File: config.mk
export PLATFORM = sky130hd
export DESIGN_NAME = rv_alu_md
export DESIGN_NICKNAME = d
export VERILOG_FILES = /design/src/rtl/rv_alu_md.sv
export SDC_FILE = /design/constraint.sdc
export NUM_CORES = 2
export LEC_CHECK = 0
export CAP_MARGIN = 20
export CORE_MARGIN = 4
export CORE_UTILIZATION = 50
export CTS_CLUSTER_SIZE = 40
export DETAILED_ROUTE_END_ITERATION = 7
export GPL_TIMING_DRIVEN = 0
export PLACE_DENSITY = 0.67
export SYNTH_ARGS = -nofsm -noshare
export SYNTH_HDL_FRONTEND = slang
export SYNTH_SLANG_ARGS = --single-unit
File: constraint.sdc
create_clock -name clk_in -period 8.87 [get_ports clk_in]
set_clock_uncertainty 0.1 [all_clocks]
set_input_delay 1.774 -clock clk_in [delete_from_list [all_inputs] [get_ports clk_in]]
set_output_delay 1.774 -clock clk_in [all_outputs]
set_load 0.02 [all_outputs]
File: src/rtl/rv_alu_md.sv
// RV32IM/RV64IM execute unit: single-cycle base ALU ops, iterative shift-add multiply and
// restoring divide (one bit per cycle), valid/ready handshake on both sides.
module rv_alu_md #(
  parameter int unsigned XLEN = 32,
  parameter int unsigned SHW  = $clog2(XLEN)
) (
  input  logic            clk_in,
  input  logic            rst_in,
  input  logic            flush_in,
  input  logic            valid_in,
  output logic            ready_out,
  input  logic [XLEN-1:0] op_1_in,
  input  logic [XLEN-1:0] op_2_in,
  input  logic [2:0]      funct3_in,
  input  logic            funct7_5_in,
  input  logic            m_ext_in,
  output logic            valid_out,
  input  logic            ready_in,
  output logic [XLEN-1:0] result_out,
  output logic            busy_out
);

  typedef enum logic [1:0] {StIdle, StMul, StDiv, StDone} state_e;

  state_e              state_q;
  logic                valid_q;
  logic [XLEN-1:0]     result_q;
  logic [2*XLEN-1:0]   acc_q;   // product accumulator / partial remainder
  logic [2*XLEN-1:0]   sh_q;    // shifting multiplicand / divisor magnitude
  logic [XLEN-1:0]     bits_q;  // multiplier bits / dividend-in, quotient-out
  logic [SHW-1:0]      cnt_q;
  logic                s2_q, hi_q, rem_q, qneg_q, rneg_q;

  logic                accept, last;
  logic [SHW-1:0]      shamt;
  logic [XLEN-1:0]     alu_res;
  logic                m_s1, m_s2, d_signed, a_neg, b_neg, div_zero, div_ovf;
  logic [XLEN-1:0]     a_mag, b_mag, special_res;
  logic [2*XLEN-1:0]   addend, mul_acc;
  logic [XLEN:0]       trial, rem_n;
  logic                div_ge;
  logic [XLEN-1:0]     quo_n, rem_lo, div_res;

  assign ready_out  = !flush_in && ((state_q == StIdle) || (state_q == StDone && ready_in));
  assign accept     = valid_in && ready_out;
  assign valid_out  = valid_q;
  assign result_out = result_q;
  assign busy_out   = (state_q == StMul) || (state_q == StDiv);
  assign last       = (cnt_q == SHW'(XLEN - 1));
  assign shamt      = op_2_in[SHW-1:0];

  always_comb begin
    alu_res = '0;
    case (funct3_in)
      3'b000: alu_res = funct7_5_in ? op_1_in - op_2_in : op_1_in + op_2_in;
      3'b001: alu_res = op_1_in << shamt;
      3'b010: alu_res = {{(XLEN-1){1'b0}}, $signed(op_1_in) < $signed(op_2_in)};
      3'b011: alu_res = {{(XLEN-1){1'b0}}, op_1_in < op_2_in};
      3'b100: alu_res = op_1_in ^ op_2_in;
      3'b101: begin
        // kept out of a ?: so the arithmetic shift is not coerced to unsigned
        if (funct7_5_in) alu_res = $signed(op_1_in) >>> shamt;
        else             alu_res = op_1_in >> shamt;
      end
      3'b110: alu_res = op_1_in | op_2_in;
      default: alu_res = op_1_in & op_2_in;
    endcase
  end

  always_comb begin
    m_s1        = (funct3_in[1:0] == 2'b01) || (funct3_in[1:0] == 2'b10);
    m_s2        = (funct3_in[1:0] == 2'b01);
    d_signed    = !funct3_in[0];
    a_neg       = d_signed && op_1_in[XLEN-1];
    b_neg       = d_signed && op_2_in[XLEN-1];
    a_mag       = a_neg ? -op_1_in : op_1_in;
    b_mag       = b_neg ? -op_2_in : op_2_in;
    div_zero    = (op_2_in == '0);
    div_ovf     = d_signed && (op_1_in == {1'b1, {(XLEN-1){1'b0}}}) && (&op_2_in);
    special_res = div_zero ? (funct3_in[1] ? op_1_in : '1) : (funct3_in[1] ? '0 : op_1_in);
  end

  // Signed multiplier: the top bit carries weight -2^(XLEN-1), so the last step subtracts.
  always_comb begin
    addend  = bits_q[0] ? sh_q : '0;
    mul_acc = (last && s2_q) ? acc_q - addend : acc_q + addend;
  end

  always_comb begin
    trial   = {acc_q[XLEN-1:0], bits_q[XLEN-1]};
    div_ge  = trial >= {1'b0, sh_q[XLEN-1:0]};
    rem_n   = div_ge ? trial - {1'b0, sh_q[XLEN-1:0]} : trial;
    quo_n   = {bits_q[XLEN-2:0], div_ge};
    rem_lo  = rem_n[XLEN-1:0];
    div_res = rem_q ? (rneg_q ? -rem_lo : rem_lo) : (qneg_q ? -quo_n : quo_n);
  end

  always_ff @(posedge clk_in or posedge rst_in) begin
    if (rst_in) begin
      state_q  <= StIdle;
      valid_q  <= 1'b0;
      result_q <= '0;
      acc_q    <= '0;
      sh_q     <= '0;
      bits_q   <= '0;
      cnt_q    <= '0;
      s2_q     <= 1'b0;
      hi_q     <= 1'b0;
      rem_q    <= 1'b0;
      qneg_q   <= 1'b0;
      rneg_q   <= 1'b0;
    end else if (flush_in) begin
      state_q <= StIdle;
      valid_q <= 1'b0;
    end else if (accept) begin
      cnt_q   <= '0;
      valid_q <= 1'b0;
      if (!m_ext_in) begin
        result_q <= alu_res;
        valid_q  <= 1'b1;
        state_q  <= StDone;
      end else if (!funct3_in[2]) begin
        acc_q   <= '0;
        sh_q    <= {{XLEN{m_s1 && op_1_in[XLEN-1]}}, op_1_in};
        bits_q  <= op_2_in;
        s2_q    <= m_s2;
        hi_q    <= (funct3_in[1:0] != 2'b00);
        state_q <= StMul;
      end else if (div_zero || div_ovf) begin
        result_q <= special_res;
        valid_q  <= 1'b1;
        state_q  <= StDone;
      end else begin
        acc_q   <= '0;
        sh_q    <= {{XLEN{1'b0}}, b_mag};
        bits_q  <= a_mag;
        rem_q   <= funct3_in[1];
        qneg_q  <= a_neg ^ b_neg;
        rneg_q  <= a_neg;
        state_q <= StDiv;
      end
    end else begin
      case (state_q)
        StMul: begin
          acc_q  <= mul_acc;
          sh_q   <= sh_q << 1;
          bits_q <= bits_q >> 1;
          cnt_q  <= cnt_q + SHW'(1);
          if (last) begin
            result_q <= hi_q ? mul_acc[2*XLEN-1:XLEN] : mul_acc[XLEN-1:0];
            valid_q  <= 1'b1;
            state_q  <= StDone;
          end
        end
        StDiv: begin
          acc_q  <= {{(XLEN-1){1'b0}}, rem_n};
          bits_q <= quo_n;
          cnt_q  <= cnt_q + SHW'(1);
          if (last) begin
            result_q <= div_res;
            valid_q  <= 1'b1;
            state_q  <= StDone;
          end
        end
        StDone: begin
          if (ready_in) begin
            valid_q <= 1'b0;
            state_q <= StIdle;
          end
        end
        default: ;
      endcase
    end
  end

endmodule

* Yosys cells after proc, flatten, opt, wreduce, memory -nomap -nowiden
Index checks and enable logic that the tools add are counted.
** Storage, ports and cells
- Input port bits :: 74
- Output and inout bits :: 35
- Register bits :: 205
** Cells by class
- Reduce and logical (&&, ||, !) cells :: 32
- Shift-type cells :: 3
- Eq/ne operators :: 21
- Mux-type cells :: 55
- Bitwise logic cells :: 7
- $lt $le $gt $ge :: 3
- Add/subtract/negate cells :: 10
** Operator list (count)
- $mux W64 :: 11
- $mux W32 :: 21
- $pmux W32 S7 :: 1
- $neg A32 Y32 :: 4
- $pmux W32 S2 :: 2
- $pmux W64 S2 :: 1
- $add A64 B64 Y64 :: 1
- $lt A32 B32 Y1 :: 2
- $sub A64 B64 Y64 :: 1
- $ge A33 B32 Y1 :: 1
- $mux W33 :: 1
- $sub A33 B32 Y33 :: 1
- $add A32 B32 Y32 :: 1
- $and A32 B32 Y32 :: 1
- $eq A32 B32 Y1 const B :: 1
- $logic_not A32 Y1 :: 1
- $or A32 B32 Y32 :: 1
- $reduce_and A32 Y1 :: 1
- $shl A32 B5 Y32 :: 1
- $shr A32 B5 Y32 :: 1
- $sshr A32 B5 Y32 :: 1
- $sub A32 B32 Y32 :: 1
- $xor A32 B32 Y32 :: 1
- $mux W2 :: 6
- other kinds (32) :: 67

* Depth between registers and ports, before layout
- Word-level depth :: 9
- Gate-level depth with buffers :: 28
- Gate-level depth less buffers :: 23

* Worst setup path after synthesis
Ideal clock, no wire load.
- Path kind :: input-to-reg
- Start point :: input op_2_in[2]
- End point :: register result_q[25], in the netlist result_out[25]
- Path buffers :: 5
- Stages on the path :: 18
- Setup slack :: 2.789 ns
- Data required time :: 8.626 ns
- Setup time :: 0.144 ns
- Arrival time :: 5.837 ns
- Cell sequence :: inv_1 clkbuf_1 clkbuf_1 clkbuf_1 buf_2 ha_1 clkbuf_1 or3_1 and3_1 o211ai_1 o21ai_1 o211ai_1 a21oi_1 o311ai_1 nand3_1 nor3b_1 a211oi_1 o221ai_1
** Between the ends
- Word-level cells in the longest chain between the ends :: 6
- Elaborated cells between the ends (all ways) :: 19
- Those cells by class :: add/sub (2); eq/ne (1); shift (3); mux (8); reduce/logical (5)
** RTL lines
- start, declared :: line 13 : input logic [XLEN-1:0] op_2_in,
- branches (longest 6 deep; another with $add A32 B32 Y32)
- end signal, assigned :: line 119 : result_q <= alu_res;
- end signal, assigned :: line 130 : result_q <= special_res;
- end signal, assigned :: line 150 : result_q <= hi_q ? mul_acc[2*XLEN-1:XLEN] : mul_acc[XLEN-1:0];
- end, declared :: line 27 : logic [XLEN-1:0] result_q;
Several ways; the timed one is not identified. The select of a mux whose other input is x is not followed.
A chain may end at the register's enable or synchronous reset.

* Worst setup path in the final report
- Start point :: register bits_q[0]
- End point :: register result_q[10], in the netlist result_out[10]
** Between the ends
- Word-level cells in the longest chain between the ends :: 7
- Elaborated cells between the ends (all ways) :: 12
- Those cells by class :: add/sub (3); mux (9)
** RTL lines
- start, declared :: line 30 : logic [XLEN-1:0] bits_q;
- start signal, assigned :: line 125 : bits_q <= op_2_in;
- start signal, assigned :: line 136 : bits_q <= a_mag;
- start signal, assigned :: line 147 : bits_q <= bits_q >> 1;
- $mux W64 :: line 85 : addend = bits_q[0] ? sh_q : '0;
- $add A64 B64 Y64 / $sub A64 B64 Y64 (equally long branches) :: line 86 : mul_acc = (last && s2_q) ? acc_q - addend : acc_q + addend;
- $mux W64 :: line 86
- $mux W32 :: line 150
- $mux W32 :: line 149 : if (last) begin
- $pmux W32 S2 * :: line 143 : case (state_q)
- $mux W32 * :: line 115 : end else if (accept) begin
- end signal, assigned :: line 119
- end signal, assigned :: line 150
- end signal, assigned :: line 160 : result_q <= div_res;
Every way passes the cells marked *; elsewhere a longest branch is shown, timed or not. The select of a mux whose other input is x is not followed.

==> reports/qor.yml <==
status:
  status: "finished with violations"
  violations: "DRC, setup timing"
cells_and_area:
  layout_commonest_cell: "a21oi_1"
  final_cell_mix: "a21oi_1, nor2_1, nand2_1"
  nFillCells: 5911
  final_nets: 4715
  utilization_pct: 55.9
  syn_to_final_growth_pct: 9.81
  stdcell_count: 5236
  fin_area_um2: 34000
  drive_above_1_share_pct: 5.38
timing:
  fmax_mhz: 112
  max_slew_margin_pct: 15.6
  hold_slack_ns: 0.389
  final.setup.tns_ns: -0.108
  fin_ws_ns: -0.0874
  final.period_utilization_pct: 101
  rsz0062_at_grt: "false"
  period_needed_ns: 8.96
  finalSetupViolations: 2
  hold_viol: 0
  maxSlewViolCount: 0
  tightest_slew_ns: 1.26
place:
  dp_cells: 5185
  finalWeightedCongestion: 1.16
  io_buffers: 106
  place_area_um2: 33100
  dp_hpwl_mm: 141
  post-place-ws_ns: -1.32
synthesis:
  yosysTopAreaCell: "dfrtp_1"
  syn_area_um2: 31000
  synth_cell_types: 103
  synth_area_leaders: "dfrtp_1, ha_1, a21oi_1"
  synth_top_area_share_pct: 16.6
  synth-seq-cells: 205
  syn_inst: 4289
  synth_flop_cell: "dfrtp_1"
  synth_nets: 4575
  synth_edf_count: 0
  synth-async-reset-ratio_pct: 100
  yosysSeqAreaShare_pct: 16.6
  syn_avg_cell_area_um2: 7.22
  yosys_warnings: 0
worst_setup_path:
  crit_path_max_fanout: 10
  crit_start: "bits_q[0]$_DFFE_PP0P_"
  r2r-end: "result_out[10]$_DFFE_PP0P_"
  r2r_start: "bits_q[0]$_DFFE_PP0P_"
  slowest_stage: "dfrtp_1"
  r2r_slack_ns: -0.09
  cp_data_required_time_ns: 9.23
  cp-start-kind: "flip-flop"
  cpMostUsedCell: "clkbuf_2"
  ff2ff_path_depth: 22
  worstSetupPathType: "reg2reg"
  crit_chain: "clkbuf_2 -> clkbuf_2 -> clkbuf_2 -> clkbuf_2 -> nand2_1 -> ha_1 -> o21ai_0 -> clkbuf_1 -> o211ai_1 -> ha_1 -> buf_2 -> and4_1 -> nand3_1 -> or4_1 -> o22ai_1 -> o21bai_1 -> o311ai_4 -> xor2_1 -> nand2_1 -> o21ai_0 -> a221oi_1 -> o21ai_1"
  max_stage_delay_ns: 0.81
  crit_path_end_kind: "flip-flop"
  critPathCapture: "result_out[10]$_DFFE_PP0P_"
  worstPathArrival_ns: 9.32
clock_network:
  clk_pin_slew_ns: 0.07
  cts_tree: "built"
  htree_levels: 1
  cts_made_buffers: 23
  cts-root-buf: "clkbuf_16"
  clkLatencyLatePin_ns: 0.57
  clock_sink_count: 205
  cts_buffer_depth: 3
  cts_setup_buffers: 0
drt:
  avgViaCountPerCell: 7.41
  ant_nets: 0
  drc: 11
  wl_mm: 177
  routedWlPerCell_um: 33.9
  vias: 38800
  drt_iter0_drc: 6288
  drt_first_pass_iters: 8
global_routing:
  grt_max_degree: 109
  grtUsageTotal_pct: 51.0
  grt_pass1_wl_mm: 251
  antenna_found_initial: 11
  overflow: 0
  grt_pass1_vias: 36200
power:
  switchingPower_mw: 7.89
  power_frac_clock_pct: 8.5
  power.internal_mw: 5.08
  switching_share_pct: 60.8
  pwr-share-comb_pct: 76.0
  vdd_drop_max_mv: 0.224
  power_mw: 13.0
  p_leak_nw: 13.5
  powerDensity_nw_per_um2: 381
  p_seq_share_pct: 15.6
die:
  core_um2: 60800
  fp.dieW_um: 257
  start_util_pct: 50.9
  die_y_um: 257
  rows: 90
  dieArea_um2: 66000
  ioPinCount: 109
run:
  maxCapViolCount: 0
worst_hold_path:
  min_path_type: "reg2reg"
[power by group through the flow]
stage / registers [mW] / clock network [mW] / logic (mW)
after global placement: 1.94 / 0 / 9.12
final: 2.02 / 1.10 / 9.85
after global routing: 2.01 / 1.11 / 10.3
after detailed placement: 1.94 / 0 / 9.18
after CTS: 1.93 / 1.08 / 9.26
after floorplan: 1.76 / 0 / 6.04
[cells in the mapped netlist (43+ instances only)]
cell type  number
or3_1          43
a21oi_1       477
nand4_1        60
inv_1         183
xor2_1         80
o31ai_1        55
clkbuf_1      276
dfrtp_1       205
xnor2_1       170
a21o_1         58
a211oi_1       90
mux2i_1        95
o21ai_0       328
nand2_1       394
nor2_1        447
o211ai_1       58
ha_1          208
a31oi_1        58
mux4_2         61
nor3_1         99
nand3_1        86
[worst min-delay path by stage]
stage                              start                         to  slack (ns)  cells after the start
6_report       result_out[1]$_DFFE_PP0P_  result_out[1]$_DFFE_PP0P_        0.39                      2
5_1_grt            acc_q[62]$_DFFE_PP0P_      acc_q[62]$_DFFE_PP0P_        0.41                      2
4_1_cts        result_out[1]$_DFFE_PP0P_  result_out[1]$_DFFE_PP0P_        0.39                      2
3_5_place_dp   result_out[1]$_DFFE_PP0P_  result_out[1]$_DFFE_PP0P_        0.37                      2
3_3_place_gp       acc_q[58]$_DFFE_PP0P_      acc_q[58]$_DFFE_PP0P_        0.37                      2
2_1_floorplan      acc_q[32]$_DFFE_PP0P_      acc_q[32]$_DFFE_PP0P_        0.36                      2
[routing by layer]
metal | share of wire, % | up-vias | GRT usage, %
met3 | 13 | 1219 | 17.1
li1 | - | 16200 | -
met4 | 13 | 12 | 51.3
met5 | 0.057 | - | 0.219
met2 | 41 | 3510 | 75.1
met1 | 33 | 17900 | 56.4
[flip-flops by register name, summed over array words and instances (netlist names)]
register    flops
acc_q          64
sh_q           64
bits_q         32
result_out     32
cnt_q           5
state_q         2
hi_q            1
qneg_q          1
rem_q           1
rneg_q          1
s2_q            1
valid_out       1
[cell type report]
| type | instances | area, um^2 | area share [%] |
|---|---|---|---|
| Multi-Input combinational cell | 3550 | 23800 | 70.0 |
| Sequential cell | 205 | 5130 | 15.1 |
| Buffer | 346 | 1380 | 4.06 |
| Timing Repair Buffer | 117 | 1160 | 3.41 |
| Tap cell | 782 | 978 | 2.88 |
| Inverter | 186 | 707 | 2.08 |
| Clock buffer | 28 | 634 | 1.86 |
| Clock inverter | 14 | 203 | 0.596 |
| Antenna cell | 8 | 20.0 | 0.0588 |
[worst max-delay path: cells and delay by family, from the launching register on]
family	cells	cell delay [ns]
flops	1	0.81
fa+ha+maj	2	0.63
simple gates	5	1.34
buf+inv	6	2.58
compound gates	8	2.66
xor+xnor	1	0.70
[logic make-up (layout without fill, tap and decap cells)]
| group | count (synthesis) | in the layout | share of synthesized area (%) |
|---|---|---|---|
| multiplexers | 176 | 176 | 8.23 |
| buffers and inverters | 534 | 691 | 6.70 |
| adder cells (fa/ha/maj) | 214 | 214 | 8.72 |
| XOR/XNOR | 250 | 250 | 7.07 |
| other | 0 | 8 | 0 |
| AO/OA/AOI/OAI | 1544 | 1544 | 32.1 |
| AND/OR/NAND/NOR | 1366 | 1366 | 20.6 |
| flip-flops | 205 | 205 | 16.6 |
[what timing repair did]
item,CTS,global route
hold buffers,0,0
setup endpoints to repair,59,15
resized for setup,6,6
Note: power is estimated with default switching activity, not from simulation.
